### config.mk
export PLATFORM = sky130hd
export DESIGN_NAME = mem_arbiter
export DESIGN_NICKNAME = d
export VERILOG_FILES = /design/src/rtl/mem_arbiter.sv
export SDC_FILE = /design/constraint.sdc
export NUM_CORES = 1
export LEC_CHECK = 0
export CAP_MARGIN = 20
export CELL_PAD_IN_SITES_DETAIL_PLACEMENT = 1
export CELL_PAD_IN_SITES_GLOBAL_PLACEMENT = 2
export CORE_MARGIN = 4
export CORE_UTILIZATION = 20
export DETAILED_ROUTE_END_ITERATION = 8
export PLACE_DENSITY = 0.84
export SETUP_SLACK_MARGIN = 0.5
export SLEW_MARGIN = 20
export SYNTH_ARGS = -nofsm -noshare
export SYNTH_HDL_FRONTEND = slang
export SYNTH_SLANG_ARGS = --single-unit
### constraint.sdc
create_clock -name CLK -period 1.26 [get_ports CLK]
set_input_delay 0.252 -clock CLK [delete_from_list [all_inputs] [get_ports CLK]]
set_output_delay 0.252 -clock CLK [all_outputs]
set_load 0.02 [all_outputs]
### src/rtl/mem_arbiter.sv
// -----------------------------------------------------------------------------
// mem_arbiter
//   Two-port arbiter in front of a single-port synchronous memory. Each port
//   issues one command (read or write) at a time; the arbiter grants one of
//   them, drives a one-cycle memory strobe, and for reads captures the memory
//   data one cycle later and returns it on the shared RDATA bus together with
//   a per-port RVALID pulse.
//
//   Configuration macro:
//     ARB_FIXED_PRIORITY_EN  - when defined, port 0 always wins a tie and the
//                              LAST pointer is held at 1. When undefined the
//                              arbiter is round-robin on the LAST pointer.
//
//   Ports:
//     CLK, RESET              clock (rising edge), synchronous active-high reset
//     REQn/WEn/ADDRn/WDATAn   requester n command (n = 0, 1)
//     GNTn                    one-cycle pulse: command of port n accepted
//     RVALIDn                 one-cycle pulse: RDATA holds port n's read result
//     RDATA                   shared read data (held until the next capture)
//     BUSY                    high whenever the FSM is not in IDLE
//     MEM_ADDR/MEM_WDATA      memory address / write data
//     MEM_WE/MEM_RE           one-cycle memory write / read strobes
//     MEM_RDATA               memory read data, valid the cycle after MEM_RE
// -----------------------------------------------------------------------------
module mem_arbiter #(
    parameter int AW = 4,
    parameter int DW = 8
) (
    input  logic          CLK,
    input  logic          RESET,
    input  logic          REQ0,
    input  logic          WE0,
    input  logic [AW-1:0] ADDR0,
    input  logic [DW-1:0] WDATA0,
    output logic          GNT0,
    output logic          RVALID0,
    input  logic          REQ1,
    input  logic          WE1,
    input  logic [AW-1:0] ADDR1,
    input  logic [DW-1:0] WDATA1,
    output logic          GNT1,
    output logic          RVALID1,
    output logic [DW-1:0] RDATA,
    output logic          BUSY,
    output logic [AW-1:0] MEM_ADDR,
    output logic [DW-1:0] MEM_WDATA,
    output logic          MEM_WE,
    output logic          MEM_RE,
    input  logic [DW-1:0] MEM_RDATA
);

    typedef enum logic [1:0] {
        IDLE   = 2'd0,
        ACCESS = 2'd1,
        CAPT   = 2'd2
    } state_t;

    state_t        state_r, state_next_s;
    logic          last_r, last_next_s;       // last granted port
    logic          win_r, win_next_s;         // port currently being served
    logic          we_cmd_r, we_cmd_next_s;   // latched command type
    logic          gnt0_r, gnt0_next_s;
    logic          gnt1_r, gnt1_next_s;
    logic          rvalid0_r, rvalid0_next_s;
    logic          rvalid1_r, rvalid1_next_s;
    logic          mem_we_r, mem_we_next_s;
    logic          mem_re_r, mem_re_next_s;
    logic          busy_r, busy_next_s;
    logic [AW-1:0] mem_addr_r, mem_addr_next_s;
    logic [DW-1:0] mem_wdata_r, mem_wdata_next_s;
    logic [DW-1:0] rdata_r, rdata_next_s;
    logic          arb_win_s;                 // arbitration result for this edge

    // Arbitration: choose the winning port from the current requests.
`ifdef ARB_FIXED_PRIORITY_EN
    always_comb begin
        arb_win_s = 1'b0;
        if (REQ0) begin
            arb_win_s = 1'b0;
        end else begin
            arb_win_s = 1'b1;
        end
    end
`else
    always_comb begin
        arb_win_s = 1'b0;
        if (REQ0 && REQ1) begin
            // Tie: the port that did not win last time goes next.
            arb_win_s = ~last_r;
        end else if (REQ0) begin
            arb_win_s = 1'b0;
        end else begin
            arb_win_s = 1'b1;
        end
    end
`endif

    // Next-state and next-output logic; every output is registered below.
    always_comb begin
        state_next_s     = state_r;
        last_next_s      = last_r;
        win_next_s       = win_r;
        we_cmd_next_s    = we_cmd_r;
        gnt0_next_s      = 1'b0;
        gnt1_next_s      = 1'b0;
        rvalid0_next_s   = 1'b0;
        rvalid1_next_s   = 1'b0;
        mem_we_next_s    = 1'b0;
        mem_re_next_s    = 1'b0;
        mem_addr_next_s  = mem_addr_r;
        mem_wdata_next_s = mem_wdata_r;
        rdata_next_s     = rdata_r;

        case (state_r)
            IDLE: begin
                if (REQ0 || REQ1) begin
                    state_next_s = ACCESS;
                    win_next_s   = arb_win_s;
                    if (arb_win_s == 1'b0) begin
                        mem_addr_next_s  = ADDR0;
                        mem_wdata_next_s = WDATA0;
                        we_cmd_next_s    = WE0;
                        gnt0_next_s      = 1'b1;
                    end else begin
                        mem_addr_next_s  = ADDR1;
                        mem_wdata_next_s = WDATA1;
                        we_cmd_next_s    = WE1;
                        gnt1_next_s      = 1'b1;
                    end
                    mem_we_next_s = we_cmd_next_s;
                    mem_re_next_s = ~we_cmd_next_s;
`ifdef ARB_FIXED_PRIORITY_EN
                    last_next_s   = 1'b1;
`else
                    last_next_s   = arb_win_s;
`endif
                end else begin
                    state_next_s = IDLE;
                end
            end
            ACCESS: begin
                // The strobe was on the bus this cycle; a read needs one more
                // cycle for the memory data to appear.
                if (we_cmd_r) begin
                    state_next_s = IDLE;
                end else begin
                    state_next_s = CAPT;
                end
            end
            CAPT: begin
                rdata_next_s = MEM_RDATA;
                if (win_r) begin
                    rvalid1_next_s = 1'b1;
                end else begin
                    rvalid0_next_s = 1'b1;
                end
                state_next_s = IDLE;
            end
            default: begin
                state_next_s = IDLE;
            end
        endcase

        busy_next_s = (state_next_s != IDLE);
    end

    // State and output registers with synchronous reset.
    always_ff @(posedge CLK) begin
        if (RESET) begin
            state_r     <= IDLE;
            last_r      <= 1'b1;
            win_r       <= 1'b0;
            we_cmd_r    <= 1'b0;
            gnt0_r      <= 1'b0;
            gnt1_r      <= 1'b0;
            rvalid0_r   <= 1'b0;
            rvalid1_r   <= 1'b0;
            mem_we_r    <= 1'b0;
            mem_re_r    <= 1'b0;
            busy_r      <= 1'b0;
            mem_addr_r  <= {AW{1'b0}};
            mem_wdata_r <= {DW{1'b0}};
            rdata_r     <= {DW{1'b0}};
        end else begin
            state_r     <= state_next_s;
            last_r      <= last_next_s;
            win_r       <= win_next_s;
            we_cmd_r    <= we_cmd_next_s;
            gnt0_r      <= gnt0_next_s;
            gnt1_r      <= gnt1_next_s;
            rvalid0_r   <= rvalid0_next_s;
            rvalid1_r   <= rvalid1_next_s;
            mem_we_r    <= mem_we_next_s;
            mem_re_r    <= mem_re_next_s;
            busy_r      <= busy_next_s;
            mem_addr_r  <= mem_addr_next_s;
            mem_wdata_r <= mem_wdata_next_s;
            rdata_r     <= rdata_next_s;
        end
    end

    assign GNT0      = gnt0_r;
    assign GNT1      = gnt1_r;
    assign RVALID0   = rvalid0_r;
    assign RVALID1   = rvalid1_r;
    assign RDATA     = rdata_r;
    assign BUSY      = busy_r;
    assign MEM_ADDR  = mem_addr_r;
    assign MEM_WDATA = mem_wdata_r;
    assign MEM_WE    = mem_we_r;
    assign MEM_RE    = mem_re_r;

endmodule

* After elaboration in Yosys (flattened, before gate mapping)
Cells that the tools add are included.
** Storage, ports and cells
- Register bits :: 32
- Input bits :: 38
** Cells by class
- Eq/ne operators :: 2
- Multiplexer cells :: 14
- Bitwise logic cells :: 5
- Reductions and logical operators :: 7
** Operators by type and width (count)
- $mux 1 :: 10
- $mux 8 :: 1
- $not 1->1 :: 5
- $mux 4 :: 1
- $pmux 2 s2 :: 1
- $reduce_or 3->1 :: 1
- $eq 2x1->1 const B :: 1
- $eq 2x2->1 const B :: 1
- $logic_not 2->1 :: 1
- $mux 2 :: 1
- $reduce_and 2->1 :: 1
- $reduce_bool 2->1 :: 1
- $reduce_or 2->1 :: 1
- $logic_and 1x1->1 :: 1
- $logic_or 1x1->1 :: 1

* Depth between registers and ports, before layout
- Depth after elaboration :: 6
- Depth in mapped cells :: 6

* Worst setup path after synthesis
OpenSTA, ideal clock, no wires.
- Path kind :: input-to-reg
- Start :: input REQ0
- End :: register mem_wdata_r[1] (netlist: MEM_WDATA[1])
- Setup time :: 0.088 ns
- Data arrival time :: 1.135 ns
- Data required time :: 1.172 ns
- Path slack :: 0.037 ns
- Stages on the path :: 6
- Path through :: buf_6 -> o21ba_1 -> buf_6 -> and2_4 -> buf_6 -> a311oi_2
** Between the ends
- Word-level cells in the longest chain between the ends :: 3
** Ends and longest elaborated chain
- start, declared :: RTL line 31 : input logic REQ0,
- $mux 1 or $logic_and 1x1->1 (tied branches) :: RTL line 90, 87
- $mux 1 :: RTL line 87 : if (REQ0 && REQ1) begin
- $mux 8 :: RTL line 119 : if (arb_win_s == 1'b0) begin
- end signal, assigned :: RTL line 182 : mem_wdata_r <= {DW{1'b0}};
- end signal, assigned :: RTL line 197 : mem_wdata_r <= mem_wdata_next_s;
- end, declared :: RTL line 70 : logic [DW-1:0] mem_wdata_r, mem_wdata_next_s;
Parallel ways exist; a longest one is shown, timed or not.
A chain may end at the register's enable or synchronous reset.

* Worst setup path after layout
- Start :: register last_r
- End :: register last_r
** Between the ends
- Word-level cells in the longest chain between the ends :: 2
** Ends and longest elaborated chain
- start, declared :: RTL line 59 : logic last_r, last_next_s;
- start signal, assigned :: RTL line 186 : last_r <= last_next_s;
- $not 1->1 :: RTL line 89 : arb_win_s = ~last_r;
- $mux 1 :: RTL line 87
Every way passes these cells.

==> Flow_metrics.wiki <==
{| class="wikitable"
! Metric !! Value
|-
| Worst path slowest cell || sky130_fd_sc_hd__dfxtp_2
|-
| Reg clk slew, reported paths || 0.07 ns
|-
| Number of endpoints with negative hold slack in the final report || 0
|-
| Buffering stage count on the worst path with inverters included || 1
|-
| Clock H-tree levels || 2
|-
| Total core area || 6420 sq um
|-
| Number of nets in the final layout || 277
|-
| Sinks on Clock Net || 32
|-
| Critical Path End Type || flop
|-
| Net count after synthesis || ~180
|-
| Yosys warnings || 0
|-
| Worst hold path class || reg2reg
|-
| Number of storage elements in the synthesis netlist || 32
|-
| Top cell family by delay on the critical path || simple AND/OR/NAND/NOR gates
|-
| List of cells traversed by the critical path || and2b_2, buf_6, nor4_4, o21bai_1
|-
| Worst-margin pin slew || 0.263 ns
|-
| Buffer type at the clock tree root || sky130_fd_sc_hd__clkbuf_8
|-
| 1st-iter DRT viols || 43
|-
| Post-Layout Inst Area || 2720 sq um
|-
| Fraction of final layout cells with drive strength greater than 1 || around 62%
|-
| Synthesized area per cell || 9.16 sq um
|-
| Run status || complete, no violations
|-
| TritonCTS clock tree || built
|-
| Shortest period the worst path allows || 1.18 ns
|-
| Diodes inserted || 0
|-
| Placed cell area || 2180 sq um
|-
| Drt total wl || 5.11 mm
|-
| Die height || 89.8 um
|-
| Detailed-route vias per instance || 4.62
|-
| CP startpoint kind || flop
|-
| Peak fanout along the critical path || 4
|-
| Leakage || around 1.1 nW
|-
| Total instance count after detailed placement || 292
|-
| RSZ-0062 raised after global routing || yes
|-
| Via count of the first global-routing pass || roughly 1600
|-
| Top-Level Pins || 65
|-
| Number of detailed-route iterations in the first pass || 4
|-
| Post-detailed-route count of antenna-violating nets || 0
|-
| Mean routed wirelength per cell || 16.1 um
|-
| Clock latency of the later-clocked register in the worst-skew pair || 0.28 ns
|-
| Last weighted congestion value of the routability-driven placer || 0.769
|-
| Total global routing track utilization || 12.3%
|-
| Final slew viol count || 0
|-
| Starting density of the core || approximately a fifth
|-
| Share of the yosys chip area belonging to registers || a little under half
|-
| Post-detail-place hpwl || 3.37 mm
|-
| Overflow left after global routing || 0
|-
| Area overhead of the layout relative to synthesis || 104%
|-
| Number of vias after detailed routing || 1466
|-
| Antenna violations before repair || 0
|-
| Die Area || slightly above 8000 sq um
|-
| Number of distinct standard cells referenced by the synthesized netlist || 27
|-
| Data required time of the worst path || 1.42 ns
|-
| Worst relative slew slack || 82.3%
|-
| Final Cycle Share || between 90% and 100%
|-
| Worst stage delay on the critical path || 0.33 ns
|-
| Arr. time, crit path || ~1.3 ns
|-
| Total of buffers placed on input and output ports || 64
|-
| Power per unit of standard cell area || 1170 nW/um^2
|-
| Most frequent standard cell in the layout excluding fill and tap cells || sky130_fd_sc_hd__buf_6
|-
| Cell area after synthesis || 1340 sq um
|-
| Total clock buffers created by CTS || 5
|-
| Die width || 89.8 um
|-
| Standard-cell rows || 29
|-
| Highest ir drop seen on vdd || 0.476 mV
|-
| Number of setup violations in the final report || 0
|-
| Synthesized instance count || 146
|-
| Start-to-end type of the worst setup path || reg2reg
|-
| Wire length of the first global-routing pass || 7.98 mm
|-
| Post-Layout Cell Count || roughly 320
|-
| Top library cells by usage in the layout, fill and taps aside || sky130_fd_sc_hd__buf_6, sky130_fd_sc_hd__clkdlybuf4s50_1, sky130_fd_sc_hd__dfxtp_2
|-
| Clock tree buffer depth || 2
|-
| DRC || 0
|-
| Count of max-cap constraint violations || 0
|-
| Fin Clk Skew || around 0.0095 ns
|-
| Pin count of the biggest net entering global routing || 16
|-
| Maximum clock frequency || 849 MHz
|}
tightest hold or removal path: cells and delay by family, from the launching register on:
| family | cells | cell delay [ns] |
|---|---|---|
| flops | 1 | 0.32 |
| compound gates | 1 | 0.05 |
| simple gates | 1 | 0.05 |
sequential cells by signal (all words and copies together) (netlist names), 2 cells and up:
signal	count
MEM_WDATA	8
RDATA	8
state_r	2
MEM_ADDR	4
report_power, final:
part	switching (W)	internal, W	total [W]
logic	0.000414	0.000510	0.000924
registers	0.0000674	0.00111	0.00118
clock network	0.000390	0.000698	0.00109
final cells by class:
cell class / count / area (sq um)
inverter: 3 / 13.8
timing repair buffer: 99 / 1010
sequential: 32 / 681
multi-input combinational: 98 / 796
tap: 77 / 96.3
clock inverter: 1 / 30.0
clock buffer: 7 / 96.3
fill: 699 / 3700
through the flow:
step	setup TNS, ns	hold WS (ns)	total power (W)	setup slack (ns)	utilization [%]
2_1_floorplan	0	0.394	0.00154	0.0374	-
3_3_place_gp	-5.46	0.441	0.00187	-0.310	33.9
3_5_place_dp	-5.68	0.446	0.00188	-0.308	33.9
4_1_cts	0	0.463	0.00314	0.0581	40.0
5_1_grt	0	0.476	0.00336	0.0114	42.4
6_report	0	0.460	0.00319	0.0817	42.4
final timing paths:
kind | endpoint | start | slack (ns) | cells past startpoint
hold / removal | RDATA[2]$_SDFFE_PP0N_ | RDATA[2]$_SDFFE_PP0N_ | 0.46 | 2
setup reg to reg | last_r$_SDFFE_PP1N_ | last_r$_SDFFE_PP1N_ | 0.08 | 4
setup / recovery | last_r$_SDFFE_PP1N_ | last_r$_SDFFE_PP1N_ | 0.08 | 4
hold reg to reg | RDATA[2]$_SDFFE_PP0N_ | RDATA[2]$_SDFFE_PP0N_ | 0.46 | 2
routing by layer:
layer	global-route usage (%)	vias to the layer above	part of all wire (%)
met5	0	-	0
met4	3.45	0	0.67
li1	-	716	-
met1	13.4	700	41
met3	4.42	5	6.5
met2	22.4	45	52
timing repair:
| action | in CTS | in global routing |
|---|---|---|
| resized for setup | 232 | 24 |
| hold buffers | 0 | 0 |
| cloned | 2 | 0 |
| setup endpoints to repair | 59 | 59 |
| pin swaps | 14 | 5 |
| buffers inserted | 5 | 10 |
synthesized netlist by cell type:
library cell	n	area (sq um)
sky130_fd_sc_hd__nor3_1	3	15.0
sky130_fd_sc_hd__and3b_1	1	8.76
sky130_fd_sc_hd__nor4_1	1	6.26
sky130_fd_sc_hd__o21ai_0	13	65.1
sky130_fd_sc_hd__buf_6	3	33.8
sky130_fd_sc_hd__buf_4	1	7.51
sky130_fd_sc_hd__o21bai_1	1	7.51
sky130_fd_sc_hd__inv_2	1	3.75
sky130_fd_sc_hd__o21ba_1	1	10.0
sky130_fd_sc_hd__nand3_1	13	65.1
sky130_fd_sc_hd__nor2_1	1	3.75
sky130_fd_sc_hd__a311oi_2	10	150
sky130_fd_sc_hd__nand2b_1	2	12.5
sky130_fd_sc_hd__a21oi_1	25	125
sky130_fd_sc_hd__buf_2	1	5.00
sky130_fd_sc_hd__a21o_1	1	7.51
sky130_fd_sc_hd__buf_1	1	3.75
sky130_fd_sc_hd__nor3b_1	1	7.51
sky130_fd_sc_hd__nor4b_1	1	8.76
sky130_fd_sc_hd__dfxtp_1	32	641
sky130_fd_sc_hd__nand2_1	17	63.8
sky130_fd_sc_hd__and2_4	1	8.76
sky130_fd_sc_hd__and2b_1	1	7.51
sky130_fd_sc_hd__clkbuf_1	8	30.0
sky130_fd_sc_hd__a311oi_1	3	26.3
sky130_fd_sc_hd__inv_1	2	7.51
sky130_fd_sc_hd__nor2b_1	1	6.26
cells by family (layout without fill, tap and decap cells):
| group | after synthesis | in the layout | share of synthesized area, % |
|---|---|---|---|
| buffers and inverters | 17 | 110 | 6.83 |
| flip-flops | 32 | 32 | 47.9 |
| AND/OR/NAND/NOR | 43 | 44 | 16.0 |
| AO/OA/AOI/OAI | 54 | 54 | 29.3 |
Power figures use the tool's default switching activity.
